File: src/rtl/ex2_pkg.sv
// rtl/ex2_pkg.sv - shared widths and limits for the E[x^2] second-moment unit
// Purpose : one place for the datapath widths used by ex2_unit and ex2_square_compress.
// Ports   : none (package).
// Config  : EX2_ROUND_EN (consumed in ex2_unit) selects round-half-up for the final scale.
package ex2_pkg;

  localparam int N_ELEMS  = 16;
  localparam int X_W      = 9;
  localparam int SQ_W     = 17;
  localparam int ACC_W    = 21;
  localparam int INV_W    = 8;
  localparam int INV_FRAC = 9;
  localparam int OUT_W    = 8;
  localparam int OUT_MAX  = 255;
  localparam int CNT_W    = $clog2(N_ELEMS);
  // One spare bit above ACC_W+INV_W so the rounding increment cannot wrap.
  localparam int PROD_W   = ACC_W + INV_W + 1;

endpackage

File: src/rtl/ex2_square_compress.sv
// rtl/ex2_square_compress.sv - combinational x*x followed by a 2*alpha right shift
// Purpose : square one signed sample and apply dynamic compression.
// Ports   : i_x     [X_W-1:0]  signed two's complement sample
//           i_alpha [1:0]      compression shift, square is shifted right by 2*alpha
//           o_sq    [SQ_W-1:0] unsigned compressed square
module ex2_square_compress
  import ex2_pkg::*;
(
  input  logic [X_W-1:0]  i_x,
  input  logic [1:0]      i_alpha,
  output logic [SQ_W-1:0] o_sq
);

  logic [X_W-1:0]  w_abs;
  logic [SQ_W-1:0] w_sq;

  // |x| fits X_W unsigned bits even for the most negative input (-256 -> 256).
  assign w_abs = i_x[X_W-1] ? ((~i_x) + X_W'(1)) : i_x;
  // Largest square is 256*256 = 2^16, so SQ_W bits hold it without loss.
  assign w_sq  = SQ_W'(w_abs) * SQ_W'(w_abs);
  assign o_sq  = w_sq >> {i_alpha, 1'b0};

endmodule

File: src/rtl/ex2_unit.sv
// rtl/ex2_unit.sv - streaming E[x^2] unit: square/compress, accumulate N samples, scale by 1/N
// Purpose : three-stage pipeline producing a saturated 8-bit mean of compressed squares.
// Ports   : i_clk              clock, rising edge
//           i_rstn             synchronous reset, active high (1 = reset)
//           i_valid            i_x carries a sample this cycle
//           i_x     [X_W-1:0]  signed sample
//           i_alpha [1:0]      compression shift (constant within a vector)
//           i_inv_n [INV_W-1:0] reciprocal of N, unsigned Q0.INV_FRAC, used at the output stage
//           o_Ex2_done         one-cycle pulse when o_Ex2 updates
//           o_Ex2   [OUT_W-1:0] result, held until the next done
// Config  : `define EX2_ROUND_EN for round-half-up before saturation; default truncates.
module ex2_unit
  import ex2_pkg::*;
(
  input  logic             i_clk,
  input  logic             i_rstn,
  input  logic             i_valid,
  input  logic [X_W-1:0]   i_x,
  input  logic [1:0]       i_alpha,
  input  logic [INV_W-1:0] i_inv_n,
  output logic             o_Ex2_done,
  output logic [OUT_W-1:0] o_Ex2
);

  logic [SQ_W-1:0]   w_sq;
  logic [SQ_W-1:0]   r_sq;
  logic              r_sq_v;
  logic [ACC_W-1:0]  r_acc;
  logic [ACC_W-1:0]  w_acc_next;
  logic [ACC_W-1:0]  r_acc_fin;
  logic [CNT_W-1:0]  r_cnt;
  logic              r_fin;
  logic [PROD_W-1:0] w_prod;
  logic [PROD_W-1:0] w_prod_rnd;
  logic [PROD_W-1:0] w_r;
  logic              w_sat;
  logic [OUT_W-1:0]  r_ex2;
  logic              r_done;

  ex2_square_compress u_sq (
    .i_x     (i_x),
    .i_alpha (i_alpha),
    .o_sq    (w_sq)
  );

  // Stage 1: register the compressed square; i_x/i_alpha are ignored when not valid.
  always_ff @(posedge i_clk) begin
    if (i_rstn) begin
      r_sq_v <= 1'b0;
      r_sq   <= '0;
    end else begin
      r_sq_v <= i_valid;
      if (i_valid) begin
        r_sq <= w_sq;
      end
    end
  end

  // Stage 2: accumulate. The final sum is handed off to r_acc_fin while r_acc
  // restarts at zero, so a new vector can follow with no bubble.
  assign w_acc_next = r_acc + ACC_W'(r_sq);

  always_ff @(posedge i_clk) begin
    if (i_rstn) begin
      r_acc     <= '0;
      r_acc_fin <= '0;
      r_cnt     <= '0;
      r_fin     <= 1'b0;
    end else begin
      r_fin <= 1'b0;
      if (r_sq_v) begin
        if (r_cnt == CNT_W'(N_ELEMS - 1)) begin
          r_fin     <= 1'b1;
          r_acc_fin <= w_acc_next;
          r_acc     <= '0;
          r_cnt     <= '0;
        end else begin
          r_acc <= w_acc_next;
          r_cnt <= r_cnt + CNT_W'(1);
        end
      end
    end
  end

  // Stage 3: scale by 1/N in fixed point and saturate to OUT_W bits.
  assign w_prod = PROD_W'(r_acc_fin) * PROD_W'(i_inv_n);
`ifdef EX2_ROUND_EN
  assign w_prod_rnd = w_prod + PROD_W'(1 << (INV_FRAC - 1));
`else
  assign w_prod_rnd = w_prod;
`endif
  assign w_r   = w_prod_rnd >> INV_FRAC;
  assign w_sat = (w_r > PROD_W'(OUT_MAX));

  always_ff @(posedge i_clk) begin
    if (i_rstn) begin
      r_ex2  <= '0;
      r_done <= 1'b0;
    end else begin
      r_done <= r_fin;
      if (r_fin) begin
        r_ex2 <= w_sat ? OUT_W'(OUT_MAX) : w_r[OUT_W-1:0];
      end
    end
  end

  assign o_Ex2      = r_ex2;
  assign o_Ex2_done = r_done;

endmodule

File: config.mk
export PLATFORM = sky130hd
export DESIGN_NAME = ex2_unit
export DESIGN_NICKNAME = d
export VERILOG_FILES = /design/src/rtl/ex2_pkg.sv /design/src/rtl/ex2_square_compress.sv /design/src/rtl/ex2_unit.sv
export SDC_FILE = /design/constraint.sdc
export NUM_CORES = 1
export LEC_CHECK = 0
export ABC_AREA = 1
export CAP_MARGIN = 20
export CORE_ASPECT_RATIO = 0.75
export CORE_MARGIN = 5
export CORE_UTILIZATION = 32
export DETAILED_ROUTE_END_ITERATION = 16
export PLACE_DENSITY_LB_ADDON = 0.1
export REMOVE_ABC_BUFFERS = 1
export SETUP_SLACK_MARGIN = 0.3
export SLEW_MARGIN = 20
export SYNTH_ARGS = -nofsm -noshare
export SYNTH_HDL_FRONTEND = slang
export SYNTH_SLANG_ARGS = --single-unit
File: constraint.sdc
create_clock -name i_clk -period 12.8 [get_ports i_clk]
set_input_delay 2.56 -clock i_clk [delete_from_list [all_inputs] [get_ports i_clk]]
set_output_delay 2.56 -clock i_clk [all_outputs]
set_load 0.02 [all_outputs]
==> metrics.cfg, run 1 <==
[outcome]
status = completed

[placement]
io_buffers = 30
hpwl_um = 27500
gp_congestion = 0.859
place_ws_ns = 4.32
placed_cell_area_um2 = 12800
dp.cells = 2282

[yosys]
seq_area_frac_synth_pct = 12.3
postSynthRegisterBits = 74
synth-xor-area-share_pct = 2.40
ys.flop_type = dfxtp_1
synth_cell_types = 45
synthCells = 1801
avgSynthCellArea_um2 = 6.68
synthAdderAreaFrac_pct = 34.6
synthSimpleGateAreaFrac_pct = 26.1
synth_edf_count = 0
synth_top_family_by_area = adder cells
yosys_warnings = 0
synth.area.mux_share_pct = 0.0832
async_flop_share_pct = 0
syn_area_um2 = 12000
synth_compound_area_share_pct = 8.50

[timing]
setup_violations = 0
fin_ws_ns = 4.66
clock_skew_ns = 0.00380
finalMaxSlewViolations = 0
hold_slack_ns = 0.472
finalHoldViolCount = 0
worstMarginPinSlew_ns = 1.06
fmax_ghz = 0.123
period_needed_ns = 8.14
fin_crit_sh_pct = 63.6
slew_headroom_pct = 29.0
rsz0062_at_grt = no
setup_tns_ns = 0

[critical_path]
worst-path-max-fanout = 12
r2r_cells = 22
r2r_slack_ns = 7.78
r2r-start = r_acc_fin[15]
crit_arrival_ns = 8.42
critPathLaunchType = input pin
required_ns = 13.08
crit_path_end_kind = register
r2r_end = o_Ex2[7]
critPathKind = input pin to register

[floorplan]
die_area_um2 = 41600
pin_count = 31
rows = 61
initial_core_util_pct = 32.4
die_w_um = 234
core_area_um2 = 37100
die_h_um = 178

[cts]
holdBufCountCts = 0
cts-resized-gates = 0
clk_path_buf_depth = 2
cts_root_buf = clkbuf_16
cts_tree = done
htreeDepth = 3
path_clk_slew_ns = 0.06
clk_latency_ns = 0.35
numCtsBuffers = 9
post_cts_buffers = 0
cts_sinks = 74

[power_and_ir_drop]
p_int_uw = 564
cellLeakagePower_nw = 7.53
swShare_pct = 45.2
power_frac_seq_pct = 25.4
power.share.clock_pct = 24.6
peakVddDrop_v = 0.0000583
combPwrFrac_pct = 50.0
power_density_nw_per_um2 = 78.9
power_switching_uw = 466

[finish]
filler_cell_count = 4121
final_cell_mix = nand2_1 (510), inv_1 (445), fa_1 (148), nor2_1 (106), ha_1 (96)
seq_area_um2 = 1480
postLayoutCellArea_um2 = 13000
drive_gt1_share_pct = 3.29
multi_input_area_um2 = 8650
final_common_cell = nand2_1
syn_to_final_growth_pct = 8.42
diodes = 0
layout.cells.non_filler = 2298
fin_nets = 2055

[global_routing]
grt_pass1_vias = 10400
met1_usage_pct = 28.6
overflow = 0
met2_usage_pct = 21.6
grt_max_degree = 43
antenna_found_initial = 0
grt_pass1_wl_um = 55500
busiest_layer = met1
track_usage_pct = 16.5
grt_util_met3_pct = 1.95

[run]
cap_violations = 0

[routing]
drtIter0Drc = 770
drc = 0
ant_nets = 0
wire_per_inst_um = 14.1
vias = 10500
drt_wl_total_um = 32500
dr.pass1.iters = 7
via_per_inst = 4.55

[hold_path]
hp-class = register to register
holdPathEnd = r_acc[12]
hp-start = r_acc[12]
whs_path_depth = 2

how the worst max path moves through the flow:
| stage | to | from | slack, ns |
|---|---|---|---|
| after floorplan | r_sq[12] | i_x[0] | 5.42 |
| after global placement | r_sq[12] | i_x[0] | 4.46 |
| after detailed placement | r_sq[12] | i_x[0] | 4.32 |
| after CTS | r_sq[12] | i_x[0] | 4.68 |
| after global routing | r_sq[7] | i_x[0] | 4.19 |
| final | r_sq[12] | i_x[0] | 4.66 |
routing by layer:
| metal | vias to the layer above | share of wire [%] |
|---|---|---|
| li1 | 5345 | - |
| met1 | 4893 | 59 |
| met2 | 201 | 35 |
| met3 | 12 | 4.9 |
| met4 | 0 | 0.58 |
| met5 | - | 0 |
state kept, by name (all words and copies together), names as in the netlist:
signal,flops
r_sq,17
r_acc_fin,21
r_acc,21
o_Ex2_done,1
o_Ex2,8
r_sq_v,1
r_fin,1
r_cnt,4
synth_stat cells (4+ instances only):
| library cell | n | area [µm²] |
|---|---|---|
| nand2_1 | 510 | 1910 |
| inv_1 | 445 | 1670 |
| fa_1 | 148 | 2960 |
| nor2_1 | 107 | 402 |
| ha_1 | 96 | 1200 |
| nand3_1 | 76 | 380 |
| a21oi_1 | 75 | 375 |
| dfxtp_1 | 74 | 1480 |
| clkbuf_1 | 54 | 203 |
| o21ai_0 | 51 | 255 |
| xor2_1 | 22 | 193 |
| nand4_1 | 14 | 87.6 |
| a22o_1 | 11 | 96.3 |
| nor3_1 | 11 | 55.1 |
| xnor2_1 | 11 | 96.3 |
| a31oi_1 | 10 | 62.6 |
| or2_2 | 10 | 62.6 |
| nand2_2 | 9 | 56.3 |
| o21bai_1 | 8 | 60.1 |
| nor2_2 | 7 | 43.8 |
| a21o_1 | 5 | 37.5 |
| nor3_2 | 5 | 50.1 |
| nand3b_1 | 4 | 30.0 |
worst max-delay path: stages:
cell and delay, ns:
clkdlybuf4s50_1 0.40, inv_1 0.30, ha_1 0.24, nand2_1 0.09
nor2_1 0.13, nand3_1 0.13, nand3_1 0.09, nand2_1 0.22
inv_1 0.24, nor2_1 0.11, fa_1 0.55, inv_1 0.05
fa_1 0.51, fa_1 0.43, fa_1 0.54, inv_1 0.04
ha_1 0.35, a21oi_1 0.22, nand2_1 0.15, a21oi_1 0.23
o21bai_1 0.10, or2_2 0.29, nand2_1 0.06, nand2_1 0.04
nand2_1 0.10, a21boi_0 0.08, a21oi_1 0.15
area by class of cell:
cell class,instances,share of cell area [%]
Tap cell,504,4.83
Sequential cell,74,11.4
Timing Repair Buffer,33,2.44
Clock buffer,9,1.73
Clock inverter,7,0.451
Inverter,449,12.9
Multi-Input combinational cell,1222,66.3
cells by family (layout without fill, tap and decap cells):
logic type                 count (synthesis)  count (layout)
xor gates and xnor gates                  33              33
muxes                                      1               1
adders and majority gates                244             244
buffers and inverters                    508             498
DFF                                       74              74
other                                      2               5
AOI/OAI and AO/OA                        177             177
and+or+nand+nor                          762             762
through the flow:
step | power, mW | utilization (%)
finish | 1.03 | 35.2
global route | 1.13 | 35.2
CTS | 1.04 | 35.2
detailed placement | 0.774 | 34.4
global placement | 0.779 | 34.4
floorplan | 0.639 | -
power groups by stage:
stage / Combinational, mW / Clock (mW) / Sequential, mW
floorplan: 0.378 / 0 / 0.261
global placement: 0.512 / 0 / 0.267
detailed placement: 0.507 / 0 / 0.267
CTS: 0.512 / 0.265 / 0.261
global route: 0.593 / 0.273 / 0.263
finish: 0.515 / 0.253 / 0.261
No activity file was read; power rests on OpenSTA's default activity.
==> run 2: changes to the inputs <==
Clock period 12.8 ns to 7.3 ns, I/O delays scaled along.
==> run 2 against run 1 <==
- total power is 77% higher
- critical path depth is 4 lower
- first-iteration DRC count is 11% higher
- combinational power is 78% higher
- register-to-register slack worse by 5.6 ns
- count of clock-buffer cells in the layout stayed put
- sequential share of layout area is 0.10 points lower
- core utilization is 0.32 points higher
- sequential power is 75% higher
- final cell count is 0.52% higher
- global-route usage is 0.068 points higher
- critical path type unchanged
- highest routed layer unchanged
==> metrics.cfg, run 2 (synthesis gave the netlist of run 1 again) <==
[routing]
vias = 10600  ; +1.1%
ant_nets = 0  ; unchanged
wire_per_inst_um = 14.0  ; -0.78%
drc = 0  ; unchanged
drtIter0Drc = 852  ; +11%
dr.pass1.iters = 5  ; -2
drt_wl_total_um = 32400  ; -0.26%
via_per_inst = 4.57  ; +0.57%

[floorplan]
die_area_um2 = 41600  ; unchanged
die_w_um = 234  ; unchanged
rows = 61  ; unchanged
pin_count = 31  ; unchanged
die_h_um = 178  ; unchanged
initial_core_util_pct = 32.4  ; unchanged
core_area_um2 = 37100  ; unchanged

[timing]
slew_headroom_pct = 38.1  ; +9.1 points
clock_skew_ns = 0.0126  ; +0.00877 ns
finalMaxSlewViolations = 0  ; unchanged
setup_tns_ns = 0  ; unchanged
finalHoldViolCount = 0  ; unchanged
rsz0062_at_grt = no
worstMarginPinSlew_ns = 0.928  ; -0.134 ns
fin_crit_sh_pct = 89.9
setup_violations = 0  ; unchanged
fmax_ghz = 0.152
period_needed_ns = 6.57

[power_and_ir_drop]
p_total_mw = 1.82  ; +77%
peakVddDrop_v = 0.000103  ; +77%
power_density_nw_per_um2 = 139  ; +76%
cellLeakagePower_nw = 7.59  ; +0.79%

[finish]
diodes = 0  ; unchanged
fin_util_pct = 35.5  ; +0.32 points
postLayoutCellArea_um2 = 13200  ; +0.92%
filler_cell_count = 4136  ; +0.36%
fin_nets = 2067  ; +0.58%
reg_top3 = r_acc (21), r_acc_fin (21), r_sq (17)
final_cell_mix = nand2_1 (509), inv_1 (445), fa_1 (148), nor2_1 (105), ha_1 (96)
drive_gt1_share_pct = 4.21  ; +0.92 points
final_common_cell = nand2_1
syn_to_final_growth_pct = 9.42

[critical_path]
worst-path-max-fanout = 6  ; -6
crit_arrival_ns = 6.85  ; -1.57 ns
required_ns = 7.58  ; -5.50 ns
critPathLaunchType = input pin
crit_path_end_kind = register
critPathKind = input pin to register

[cts]
post_cts_buffers = 0  ; unchanged
cts_root_buf = clkbuf_16
cts_sinks = 74  ; unchanged
path_clk_slew_ns = 0.07  ; about the same
holdBufCountCts = 0  ; unchanged
clk_latency_ns = 0.37  ; +0.02 ns
htreeDepth = 3  ; unchanged
cts_tree = done
cts-resized-gates = 0  ; unchanged
numCtsBuffers = 9  ; unchanged
clk_path_buf_depth = 2  ; unchanged

[global_routing]
track_usage_pct = 16.5  ; +0.068 points
antenna_found_initial = 0  ; unchanged
grt_pass1_vias = 10300  ; -1.1%
grt_max_degree = 43  ; unchanged
overflow = 0  ; unchanged
grt_pass1_wl_um = 55400  ; -0.15%

[placement]
hpwl_um = 27600  ; +0.56%
gp_congestion = 0.859  ; about the same
placed_cell_area_um2 = 12900  ; +0.82%
io_buffers = 30  ; unchanged

[outcome]
status = completed

[hold_path]
hp-class = register to register

[run]
cap_violations = 0  ; unchanged

run 2: final cells by class:
| class | instances | area (µm²) | share of cell area [%] |
|---|---|---|---|
| Clock buffer | 9 | 225 | 1.71 |
| Clock inverter | 7 | 58.8 | 0.447 |
| Inverter | 449 | 1690 | 12.8 |
| Multi-Input combinational cell | 1222 | 8670 | 65.8 |
| Sequential cell | 74 | 1480 | 11.2 |
| Tap cell | 504 | 631 | 4.79 |
| Timing Repair Buffer | 45 | 420 | 3.19 |
run 2: power breakdown:
group          total (mW)  switching [mW]  internal (mW)
registers           0.458          0.0222          0.436
clock network       0.452           0.216          0.236
logic               0.915           0.590          0.325
total                1.82           0.828          0.996
run 2: critical path, stage by stage:
cell and delay (ns):
clkdlybuf4s50_1 0.43, inv_1 0.11, nand3_1 0.16, nor3_2 0.20, nand2_1 0.10, nand3_1 0.12, nand2_1 0.10, inv_1 0.20
nor2_1 0.09, fa_1 0.56, inv_1 0.07, fa_1 0.50, fa_1 0.54, inv_1 0.05, fa_1 0.47, ha_1 0.36
a21oi_1 0.26, a21boi_1 0.29, o21bai_1 0.12, or2_1 0.24, nand3_1 0.11, nand3_1 0.09, a31oi_1 0.20
run 2: metal layers:
layer	routed length, µm	track usage [%]	share of wire, %
met1	19500	29.0	60
met2	11100	20.8	34
met3	1750	2.96	5.4
met4	106	1.17	0.33
met5	0	0	0
run 2: worst paths after layout:
kind / start / to / slack (ns) / cells after the start
setup / recovery: i_x[1] / r_sq[9] / 0.73 / 23
hold / removal: r_acc[8] / r_acc[8] / 0.47 / 2
setup reg to reg: r_acc_fin[15] / o_Ex2[1] / 2.21 / 22
hold reg to reg: r_acc[8] / r_acc[8] / 0.47 / 2
run 2: through the flow:
step                std cells  hold WS [ns]  worst slack [ns]
floorplan                1745         0.443              1.02
global placement         2294         0.456             0.259
detailed placement       2294         0.464             0.186
CTS                      2310         0.474             0.566
global route             2310         0.493             0.342
finish                   2310         0.475             0.734
